==> src/rtl/dial_switch_pkg.sv <==
// Purpose  : shared width, word type and default tuning for the dial-switch debounce slice.
// Latency  : n/a (types and constants only).
// Backpress: n/a.
// Ports    : none (package).
package dial_switch_pkg;

  localparam int SW_W = 8;

  typedef logic [SW_W-1:0] sw_word_t;

  // Defaults sized for a 50 MHz core clock: 1 ms tick, 10 ms acceptance window.
  localparam int       DEF_PRESCALE  = 50000;
  localparam int       DEF_DEB_CNT   = 10;
  localparam sw_word_t DEF_RESET_VAL = 8'hFF;

  // Width needed by a per-bit tick counter that must hold 0..deb_cnt.
  function automatic int cnt_width(input int deb_cnt);
    return $clog2(deb_cnt + 1);
  endfunction

  // Width of the prescaler counting 0..prescale-1. At least one bit, so that
  // prescale == 1 still gives a legal (constant-zero) counter.
  function automatic int pre_width(input int prescale);
    return (prescale <= 2) ? 1 : $clog2(prescale);
  endfunction

endpackage

==> src/rtl/switch_debounce_bit.sv <==
// Purpose  : one switch bit: 2-flop synchronizer, tick-paced agreement counter, stable flop.
// Latency  : 2 sync cycles plus DEB_CNT consecutive differing ticks before 'stable' follows.
// Backpress: none; free-running, consumes every sample.
// Ports    : CLK, RST (sync, active-high), tick (prescaler pulse), raw (async pin),
//            rst_val (idle level), stable (debounced bit), changed (combinational:
//            'stable' takes the synchronized value at the coming edge).
module switch_debounce_bit
  import dial_switch_pkg::*;
#(
  parameter int DEB_CNT = DEF_DEB_CNT
) (
  input  logic CLK,
  input  logic RST,
  input  logic tick,
  input  logic raw,
  input  logic rst_val,
  output logic stable,
  output logic changed
);

  localparam int             CW       = cnt_width(DEB_CNT);
  localparam logic [CW-1:0]  CNT_LAST = CW'(DEB_CNT - 1);

  logic          s1;
  logic          s2;
  logic [CW-1:0] cnt;
  logic [CW-1:0] cnt_nxt;

  // Synchronizer. Preloading the idle level keeps a reset from being seen
  // as a fresh transition on the pin.
  always_ff @(posedge CLK) begin
    if (RST) begin
      s1 <= rst_val;
      s2 <= rst_val;
    end else begin
      s1 <= raw;
      s2 <= s1;
    end
  end

  // Any cycle where the synchronized bit agrees with 'stable' clears the
  // count, so a bounce back restarts the window from zero. The count only
  // advances on ticks, and the last tick of the window accepts the bit.
  always_comb begin
    cnt_nxt = cnt;
    changed = 1'b0;
    if (s2 == stable) begin
      cnt_nxt = '0;
    end else if (tick) begin
      if (cnt == CNT_LAST) begin
        changed = 1'b1;
        cnt_nxt = '0;
      end else begin
        cnt_nxt = cnt + CW'(1);
      end
    end
  end

  always_ff @(posedge CLK) begin
    if (RST) begin
      cnt    <= '0;
      stable <= rst_val;
    end else begin
      cnt <= cnt_nxt;
      if (changed) begin
        stable <= s2;
      end
    end
  end

endmodule

==> src/rtl/dial_switch_debounce.sv <==
// Purpose  : conditions the 8 raw dial-switch pins into a clean word for the LED stage SWICH input.
// Latency  : stable pin change to SW_DB in 2+(DEB_CNT-1)*PRESCALE+1 .. 2+DEB_CNT*PRESCALE cycles.
// Backpress: none; SW_CHG (and edge pulses) are single-cycle and must be consumed when seen.
// Ports    : CLK, RST (sync, active-high), SW_RAW[7:0] (async pins), SW_DB[7:0] (debounced),
//            SW_CHG (one-cycle pulse aligned with the SW_DB update),
//            SW_RISE[7:0] / SW_FALL[7:0] (per-bit accepted 0->1 / 1->0 pulses, only with SW_EDGE_EN).
// Config   : define SW_EDGE_EN to add the SW_RISE/SW_FALL ports and their registers.
module dial_switch_debounce
  import dial_switch_pkg::*;
#(
  parameter int       PRESCALE  = DEF_PRESCALE,
  parameter int       DEB_CNT   = DEF_DEB_CNT,
  parameter sw_word_t RESET_VAL = DEF_RESET_VAL
) (
  input  logic            CLK,
  input  logic            RST,
  input  logic [SW_W-1:0] SW_RAW,
  output logic [SW_W-1:0] SW_DB,
`ifdef SW_EDGE_EN
  output logic [SW_W-1:0] SW_RISE,
  output logic [SW_W-1:0] SW_FALL,
`endif
  output logic            SW_CHG
);

  localparam int            PW     = pre_width(PRESCALE);
  localparam logic [PW-1:0] P_LAST = PW'(PRESCALE - 1);

  logic [PW-1:0]   pcnt;
  logic            tick;
  logic [SW_W-1:0] bit_chg;

  // Shared prescaler; every bit samples the same tick so their windows line up.
  assign tick = (pcnt == P_LAST);

  always_ff @(posedge CLK) begin
    if (RST) begin
      pcnt <= '0;
    end else if (tick) begin
      pcnt <= '0;
    end else begin
      pcnt <= pcnt + PW'(1);
    end
  end

  for (genvar i = 0; i < SW_W; i++) begin : gen_bit
    switch_debounce_bit #(
      .DEB_CNT (DEB_CNT)
    ) u_bit (
      .CLK     (CLK),
      .RST     (RST),
      .tick    (tick),
      .raw     (SW_RAW[i]),
      .rst_val (RESET_VAL[i]),
      .stable  (SW_DB[i]),
      .changed (bit_chg[i])
    );
  end

  // bit_chg is the decision for the coming edge, so registering it here puts
  // the pulses in the same cycle as the new SW_DB value. Several bits
  // accepted together collapse into one SW_CHG pulse.
  always_ff @(posedge CLK) begin
    if (RST) begin
      SW_CHG <= 1'b0;
    end else begin
      SW_CHG <= |bit_chg;
    end
  end

`ifdef SW_EDGE_EN
  // SW_DB still holds the old level here, which gives the edge direction.
  always_ff @(posedge CLK) begin
    if (RST) begin
      SW_RISE <= '0;
      SW_FALL <= '0;
    end else begin
      SW_RISE <= bit_chg & ~SW_DB;
      SW_FALL <= bit_chg &  SW_DB;
    end
  end
`endif

endmodule

==> config.mk <==
export PLATFORM = sky130hd
export DESIGN_NAME = dial_switch_debounce
export DESIGN_NICKNAME = d
export VERILOG_FILES = /design/src/rtl/dial_switch_pkg.sv /design/src/rtl/switch_debounce_bit.sv /design/src/rtl/dial_switch_debounce.sv
export SDC_FILE = /design/constraint.sdc
export NUM_CORES = 1
export LEC_CHECK = 0
export BUFFER_PORTS_ARGS = -buffer_cell sky130_fd_sc_hd__buf_2
export CORE_MARGIN = 2
export CORE_UTILIZATION = 51
export DETAILED_ROUTE_END_ITERATION = 7
export HOLD_SLACK_MARGIN = 0.08
export PLACE_DENSITY = 0.75
export SLEW_MARGIN = 20
export SYNTH_ARGS = -nofsm -noshare
export SYNTH_HDL_FRONTEND = slang
export SYNTH_SLANG_ARGS = --single-unit
==> constraint.sdc <==
create_clock -name CLK -period 1.7 [get_ports CLK]
set_input_delay 0.085 -clock CLK [delete_from_list [all_inputs] [get_ports CLK]]
set_output_delay 0.085 -clock CLK [all_outputs]
set_load 0.02 [all_outputs]
==> results.sh, run 1 <==
export IMPL_grt_max_degree=23
export IMPL_setup_ws_ns=-0.0424
export IMPL_grt_pass1_wl_um=12600
export IMPL_syn_inst=368
export IMPL_seqPwrFrac_pct=48.9
export IMPL_design_core_area_mm2=0.00635
export IMPL_cts_root_buf="clkbuf_8"
export IMPL_period_minus_slack_ns=1.74
export IMPL_path_max_fanout=4
export IMPL_finClkSkew_ns=0.00689
export IMPL_first_global_vias=2848
export IMPL_fin_cells=513
export IMPL_clk_path_buf_depth=2
export IMPL_clockPowerShare_pct=47.7
export IMPL_ys_warn_count=0
export IMPL_antenna_found_initial=0
export IMPL_holdPathStages=1
export IMPL_final_hold_viol_count=0
export IMPL_gp_congestion=0.871
export IMPL_path_delay_family="simple AND/OR/NAND/NOR gates"
export IMPL_max_freq_mhz=574
export IMPL_via_count=2878
export IMPL_fillCellCount=463
export IMPL_finalSetupViolations=7
export IMPL_switching_power_uw=751
export IMPL_powerDensity_mw_per_mm2=839
export IMPL_h_tree_depth=3
export IMPL_final_cell_mix="dfxtp_1 (70), buf_4 (40), nand2_1 (32), nor2_1 (26), or2_2 (19)"
export IMPL_p_sw_share_pct=21.0
export IMPL_dp_hpwl_um=4830
export IMPL_dr_pass1_iters=4
export IMPL_placed_cells=474
export IMPL_cp_depth=6
export IMPL_cp_required_ns=1.99
export IMPL_wire_per_inst_um=14.9
export IMPL_arrival_ns=2.03
export IMPL_synth_edf_count=0
export IMPL_diodes=0
export IMPL_synthFlopType="dfxtp_1"
export IMPL_internal_power_uw=2820
export IMPL_start_kind="register"
export IMPL_tritoncts="built"
export IMPL_crit_path_end_kind="register"
export IMPL_ys_seq_area_share_pct=43.4
export IMPL_outcome="complete, but fails checks"
export IMPL_design_area_mm2=0.00425
export IMPL_yosysUniqueCellTypes=45
export IMPL_synth_seq_cells=73
export IMPL_worst_r2r_cell_count=6
export IMPL_io_pins=19
export IMPL_p_total_uw=3570
export IMPL_synthesis_nets=379
export IMPL_dieArea_mm2=0.00727
export IMPL_drv_cap=0
export IMPL_fin_util_pct=67.0
export IMPL_leakagePower_uw=0.00151
export IMPL_cts_inserted_buffers=9
export IMPL_placed_area_mm2=0.00366
export IMPL_power_frac_comb_pct=3.4
export IMPL_routed_wl_um=7650
export IMPL_area_delta_synth_final_pct=26.4
export IMPL_slew_headroom_pct=73.2
export IMPL_die_height_um=85.2
export IMPL_vdd_drop_max_v=0.000711
export IMPL_hp_start="gen_bit[0].u_bit.s1$_SDFF_PP1_"
export IMPL_syn_avg_cell_area_um2=9.15
export IMPL_drv_slew=0
export IMPL_multiInputGateArea_mm2=0.00179
export IMPL_violations="negative setup slack"
export IMPL_die_x_um=85.2
export IMPL_overflow=0
export IMPL_clkSinkCount=73
export IMPL_cts_clk_slew_worst_paths_ns=0.08
export IMPL_slowest_stage="or3_4"
export IMPL_vias_per_cell=5.61
export IMPL_clk_latency_ns=0.35
export IMPL_r2r_slack_ns=-0.04
export IMPL_start_util_pct=53.0
export IMPL_drtIter0Drc=216
export IMPL_drtAntennaViolNets=0
export IMPL_worst_path_buf_inv=2
export IMPL_fin_nets=442
export IMPL_drc=0
export IMPL_drive_gt1_share_pct=30.7
export IMPL_crit_chain="nor4b_4 > buf_4 > buf_6 > nand4_1 > or3_4 > a21oi_2"
export IMPL_fp_row_count=29
export IMPL_grt_setup_unrepaired="yes"
export IMPL_layout_area_seq_mm2=0.00147
export IMPL_async_flop_share_pct=0
export IMPL_synth_area_mm2=0.00337
export IMPL_slowest_delay_ns=0.44
export IMPL_worst_slew_pin_slew_ns=0.401
export IMPL_io_buffers=18
export IMPL_timing_rr_start="pcnt[10]$_SDFF_PP0_"
export IMPL_grtUsageTotal_pct=21.6
export IMPL_hold_class="register to register"
export IMPL_crit_type="register to register"
export IMPL_post_route_period_util_pct=102
export IMPL_final_common_cell="dfxtp_1"
export IMPL_startpoint="pcnt[10]$_SDFF_PP0_"
registers in the layout, indices dropped and copies added (netlist names):
| signal | cells |
|---|---|
| gen_bit.u_bit.s2 | 8 |
| gen_bit.u_bit.cnt | 32 |
| gen_bit.u_bit.s1 | 8 |
| pcnt | 16 |
| gen_bit.u_bit.stable | 8 |
| SW_CHG | 1 |
path summary, 6_finish.rpt:
| kind | endpoint |
|---|---|
| hold / removal | gen_bit[0].u_bit.s2$_SDFF_PP1_ |
| setup / recovery | gen_bit[5].u_bit.cnt[1]$_SDFFE_PP0N_ |
| hold reg to reg | gen_bit[0].u_bit.s2$_SDFF_PP1_ |
| setup reg to reg | gen_bit[5].u_bit.cnt[1]$_SDFFE_PP0N_ |
cell type report:
| type | count | share of cell area [%] |
|---|---|---|
| sequential | 73 | 34.4 |
| tap | 77 | 2.26 |
| inverter | 14 | 1.24 |
| multi-input combinational | 256 | 42.1 |
| clock inverter | 6 | 2.71 |
| timing repair buffer | 77 | 14.1 |
| clock buffer | 10 | 3.24 |
logic make-up after synthesis:
| logic type | synth area share, % |
|---|---|
| fa+ha+maj | 0.372 |
| compound gates | 10.7 |
| buf+inv | 6.80 |
| xor+xnor | 7.29 |
| mux | 1.19 |
| flops | 43.4 |
| simple gates | 30.3 |
power groups by stage:
stage / Sequential [µW] / Clock, µW / Combinational (µW)
3_5_place_dp: 1790 / 0 / 92.3
4_1_cts: 1750 / 1710 / 116
3_3_place_gp: 1780 / 0 / 89.8
6_report: 1750 / 1700 / 120
2_1_floorplan: 1780 / 0 / 58.5
5_1_grt: 1750 / 1790 / 132
per-layer routing:
metal	GRT usage (%)	routed length [µm]	vias up
met4	7.50	64	0
li1	-	-	1433
met2	37.2	3870	66
met1	27.7	3430	1372
met5	0	0	-
met3	3.31	289	7
what timing repair did:
item                       in CTS  in global routing
hold buffers                   12                  0
hold endpoints to repair       10                  0
gates resized for setup        16                 32
setup buffers                   6                  3
pin swaps                      12                 14
gates cloned                    1                  1
setup endpoints to repair      13                 28
synthesized netlist by cell type, types with 2 or more instances:
master / instances / share of area [%]
clkbuf_8: 2 / 0.82
mux2i_1: 4 / 1.2
o311ai_0: 5 / 1.3
nor4bb_1: 2 / 0.59
xor2_1: 15 / 3.9
nand3_1: 18 / 2.7
or2_2: 19 / 3.5
o21ai_0: 14 / 2.1
or4b_1: 5 / 1.5
and4_1: 10 / 2.6
nand4_1: 13 / 2.4
and3_1: 4 / 0.74
nor2b_1: 6 / 1.1
buf_4: 11 / 2.5
nor2_1: 26 / 2.9
dfxtp_1: 73 / 43
and4bb_2: 2 / 0.74
clkbuf_1: 9 / 1.0
nor3b_1: 4 / 0.89
or3_1: 7 / 1.3
a31oi_1: 3 / 0.56
o221ai_1: 2 / 0.52
inv_1: 14 / 1.6
buf_6: 2 / 0.67
a41oi_2: 2 / 0.97
a21oi_1: 18 / 2.7
a311oi_1: 2 / 0.52
and2b_1: 2 / 0.45
a41oi_1: 5 / 1.3
or3_2: 4 / 0.89
nand2_1: 32 / 3.6
xnor2_1: 13 / 3.4
and4_2: 3 / 0.89
nand4b_1: 6 / 1.6
stage by stage:
stage	worst slack [ns]	setup TNS, ns	hold slack [ns]
floorplan	-0.0732	-0.323	0.189
global placement	0.00952	0	0.269
detailed placement	-0.0843	-0.339	0.272
CTS	-0.0470	-0.0974	0.414
global route	-0.131	-1.54	0.420
finish	-0.0424	-0.145	0.412
worst register-to-register path: cells and delay by family, from the launching register on:
family,cells,cell delay [ns]
buffers and inverters,2,0.28
AND/OR/NAND/NOR,3,0.94
AO/OA/AOI/OAI,1,0.12
flip-flops,1,0.34
Note: power is estimated with default switching activity, not from simulation.
==> inputs of run 2 (changes only) <==
--- a/config.mk
+++ b/config.mk
@@ -7,10 +7,11 @@
 export LEC_CHECK = 0
 export BUFFER_PORTS_ARGS = -buffer_cell sky130_fd_sc_hd__buf_2
 export CORE_MARGIN = 2
-export CORE_UTILIZATION = 51
+export CORE_UTILIZATION = 54
 export DETAILED_ROUTE_END_ITERATION = 7
 export HOLD_SLACK_MARGIN = 0.08
-export PLACE_DENSITY = 0.75
+export PLACE_DENSITY = 0.79
+export SKIP_LAST_GASP = 1
 export SLEW_MARGIN = 20
 export SYNTH_ARGS = -nofsm -noshare
 export SYNTH_HDL_FRONTEND = slang
==> constraint.sdc (replaced) <==
create_clock -name CLK -period 1.5 [get_ports CLK]
set_input_delay 0.075 -clock CLK [delete_from_list [all_inputs] [get_ports CLK]]
set_output_delay 0.075 -clock CLK [all_outputs]
set_load 0.02 [all_outputs]
==> run 2 against run 1 <==
The run still ends with negative setup slack left. Combinational power rose by 37%. Non-clock buffer count rose by 12. Cell area rose by 9.2%. Die area fell by 5.3%. First-iteration DRC count fell by 26%. Routed wire length rose by 22%. Total power rose by 8.8%. Hold slack improved by 0.0016 ns. Critical path depth fell by 1. Count of clock-buffer cells in the layout did not move.
==> results.sh, run 2 (synthesis results as in run 1) <==
export IMPL_outcome="complete, but fails checks"
export IMPL_violations="negative setup slack"
export IMPL_max_freq_mhz=567
export IMPL_powerDensity_mw_per_mm2=836
export IMPL_cp_required_ns=1.79
export IMPL_setup_ws_ns=-0.264
export IMPL_drv_slew=0
export IMPL_cts_clk_slew_worst_paths_ns=0.08
export IMPL_design_core_area_mm2=0.00596
export IMPL_drv_cap=0
export IMPL_switching_power_uw=894
export IMPL_io_pins=19
export IMPL_period_minus_slack_ns=1.76
export IMPL_placed_area_mm2=0.00386
export IMPL_worst_slew_pin_slew_ns=0.523
export IMPL_hold_class="register to register"
export IMPL_leakagePower_uw=0.00161
export IMPL_gp_congestion=0.891
export IMPL_clk_path_buf_depth=2
export IMPL_dr_pass1_iters=5
export IMPL_finalSetupViolations=53
export IMPL_slowest_stage="or4b_1"
export IMPL_r2r_slack_ns=-0.26
export IMPL_vias_per_cell=5.96
export IMPL_clkSinkCount=73
export IMPL_crit_chain="nor4b_4 > buf_4 > nand4_1 > or4b_1 > a41oi_2"
export IMPL_holdPathStages=1
export IMPL_final_common_cell="dfxtp_1"
export IMPL_fin_hold_ws_ns=0.413
export IMPL_largestRegisters="gen_bit.u_bit.cnt (32), pcnt (16)"
export IMPL_grt_pass1_wl_um=13900
export IMPL_r2r_end="gen_bit[4].u_bit.cnt[3]$_SDFFE_PP0N_"
export IMPL_p_sw_share_pct=23.0
export IMPL_largest_register="gen_bit.u_bit.cnt"
export IMPL_final_cell_mix="dfxtp_1 (68), buf_4 (48), nand2_1 (31), or2_2 (19)"
export IMPL_dieArea_mm2=0.00688
export IMPL_crit_type="register to register"
export IMPL_fp_row_count=28
export IMPL_fin_cells=523
export IMPL_path_max_fanout=5
export IMPL_wire_per_inst_um=17.8
export IMPL_seqPwrFrac_pct=51.0
export IMPL_io_buffers=18
export IMPL_slew_headroom_pct=65.1
export IMPL_design_area_mm2=0.00464
export IMPL_drc=0
export IMPL_fin_nets=454
export IMPL_antenna_found_initial=0
export IMPL_worstHoldEndpoint="gen_bit[6].u_bit.s2$_SDFF_PP1_"
export IMPL_area_delta_synth_final_pct=38.0
export IMPL_drtIter0Drc=159
export IMPL_post_route_period_util_pct=118
export IMPL_cts_root_buf="clkbuf_8"
export IMPL_dp_hpwl_um=5060
export IMPL_final_hold_viol_count=0
export IMPL_vdd_drop_max_v=0.000808
export IMPL_crit_path_end_kind="register"
export IMPL_internal_power_uw=2990
export IMPL_power_frac_comb_pct=4.2
export IMPL_largest_reg_flops=32
export IMPL_finClkSkew_ns=0.0159
export IMPL_drive_gt1_share_pct=41.5
export IMPL_start_util_pct=56.5
export IMPL_clk_latency_ns=0.37
export IMPL_die_x_um=83.0
export IMPL_drtAntennaViolNets=0
export IMPL_overflow=0
export IMPL_grt_max_degree=16
export IMPL_clockPowerShare_pct=44.8
export IMPL_diodes=0
export IMPL_placed_cells=485
export IMPL_slowest_delay_ns=0.53
export IMPL_cts_inserted_buffers=9
export IMPL_worst_r2r_cell_count=5
export IMPL_via_count=3116
export IMPL_first_global_vias=3050
export IMPL_start_kind="register"
export IMPL_hp_start="gen_bit[6].u_bit.s1$_SDFF_PP1_"
export IMPL_grt_setup_unrepaired="yes"
export IMPL_grtUsageTotal_pct=25.3
export IMPL_h_tree_depth=3
export IMPL_timing_rr_start="pcnt[10]$_SDFF_PP0_"
export IMPL_arrival_ns=2.06
export IMPL_die_height_um=83.0
export IMPL_tritoncts="built"
export IMPL_routed_wl_um=9330
-- run 2: critical path: cells and delay by family, from the launching register on --
kind,cells,cell delay (ns)
DFF,1,0.34
AOI/OAI and AO/OA,1,0.15
and+or+nand+nor,3,1.01
buffers and inverters,1,0.19
-- run 2: cell type report --
cell class              count  area [µm²]
multi-input cells         256        2050
flip-flops and latches     73        1470
fillers                   360        1310
repair buffers             89         763
clock buffers              10         128
well taps                  75        93.8
clock inverters             6        90.1
inverters                  14        52.6
-- run 2: worst max path at each step --
stage,slack (ns),from,to
global route,-0.35,pcnt[10]$_SDFF_PP0_,gen_bit[5].u_bit.cnt[1]$_SDFFE_PP0N_
floorplan,-0.27,pcnt[12]$_SDFF_PP0_,gen_bit[3].u_bit.cnt[3]$_SDFFE_PP0N_
finish,-0.26,pcnt[10]$_SDFF_PP0_,gen_bit[4].u_bit.cnt[3]$_SDFFE_PP0N_
detailed placement,-0.32,pcnt[10]$_SDFF_PP0_,gen_bit[4].u_bit.cnt[3]$_SDFFE_PP0N_
global placement,-0.24,pcnt[10]$_SDFF_PP0_,gen_bit[4].u_bit.cnt[3]$_SDFFE_PP0N_
CTS,-0.23,pcnt[12]$_SDFF_PP0_,gen_bit[4].u_bit.cnt[3]$_SDFFE_PP0N_
-- run 2: what timing repair did --
action,4_1_cts,5_1_grt
setup endpoints to repair,49,56
setup buffers,11,0
gates cloned,2,1
pin swaps,18,34
hold buffers,9,0
resized for setup,24,58
endpoints found under the hold margin,9,0
-- run 2: power by group through the flow --
stage	clock network (µW)	registers, µW	logic (µW)
final	1740	1980	164
after CTS	1720	1980	143
after global routing	1830	1980	176
after global placement	0	2020	104
after floorplan	0	2020	69.3
after detailed placement	0	2030	109
-- run 2: per-stage QoR --
stage	setup WS (ns)	utilization (%)	setup TNS (ns)	power [µW]
global route	-0.354	78.0	-14.08	3990
floorplan	-0.273	-	-4.56	2090
finish	-0.264	78.0	-10.09	3880
global placement	-0.239	64.9	-2.37	2130
detailed placement	-0.322	64.9	-3.33	2140
CTS	-0.227	73.9	-6.69	3850
-- run 2: layer usage --
layer	up-vias	wire length [µm]	track usage, %	part of all wire [%]
li1	1467	-	-	-
met1	1524	3870	29.4	42
met2	104	4810	44.4	52
met3	21	397	5.37	4.3
met4	0	242	11.8	2.6
met5	-	0	0	0
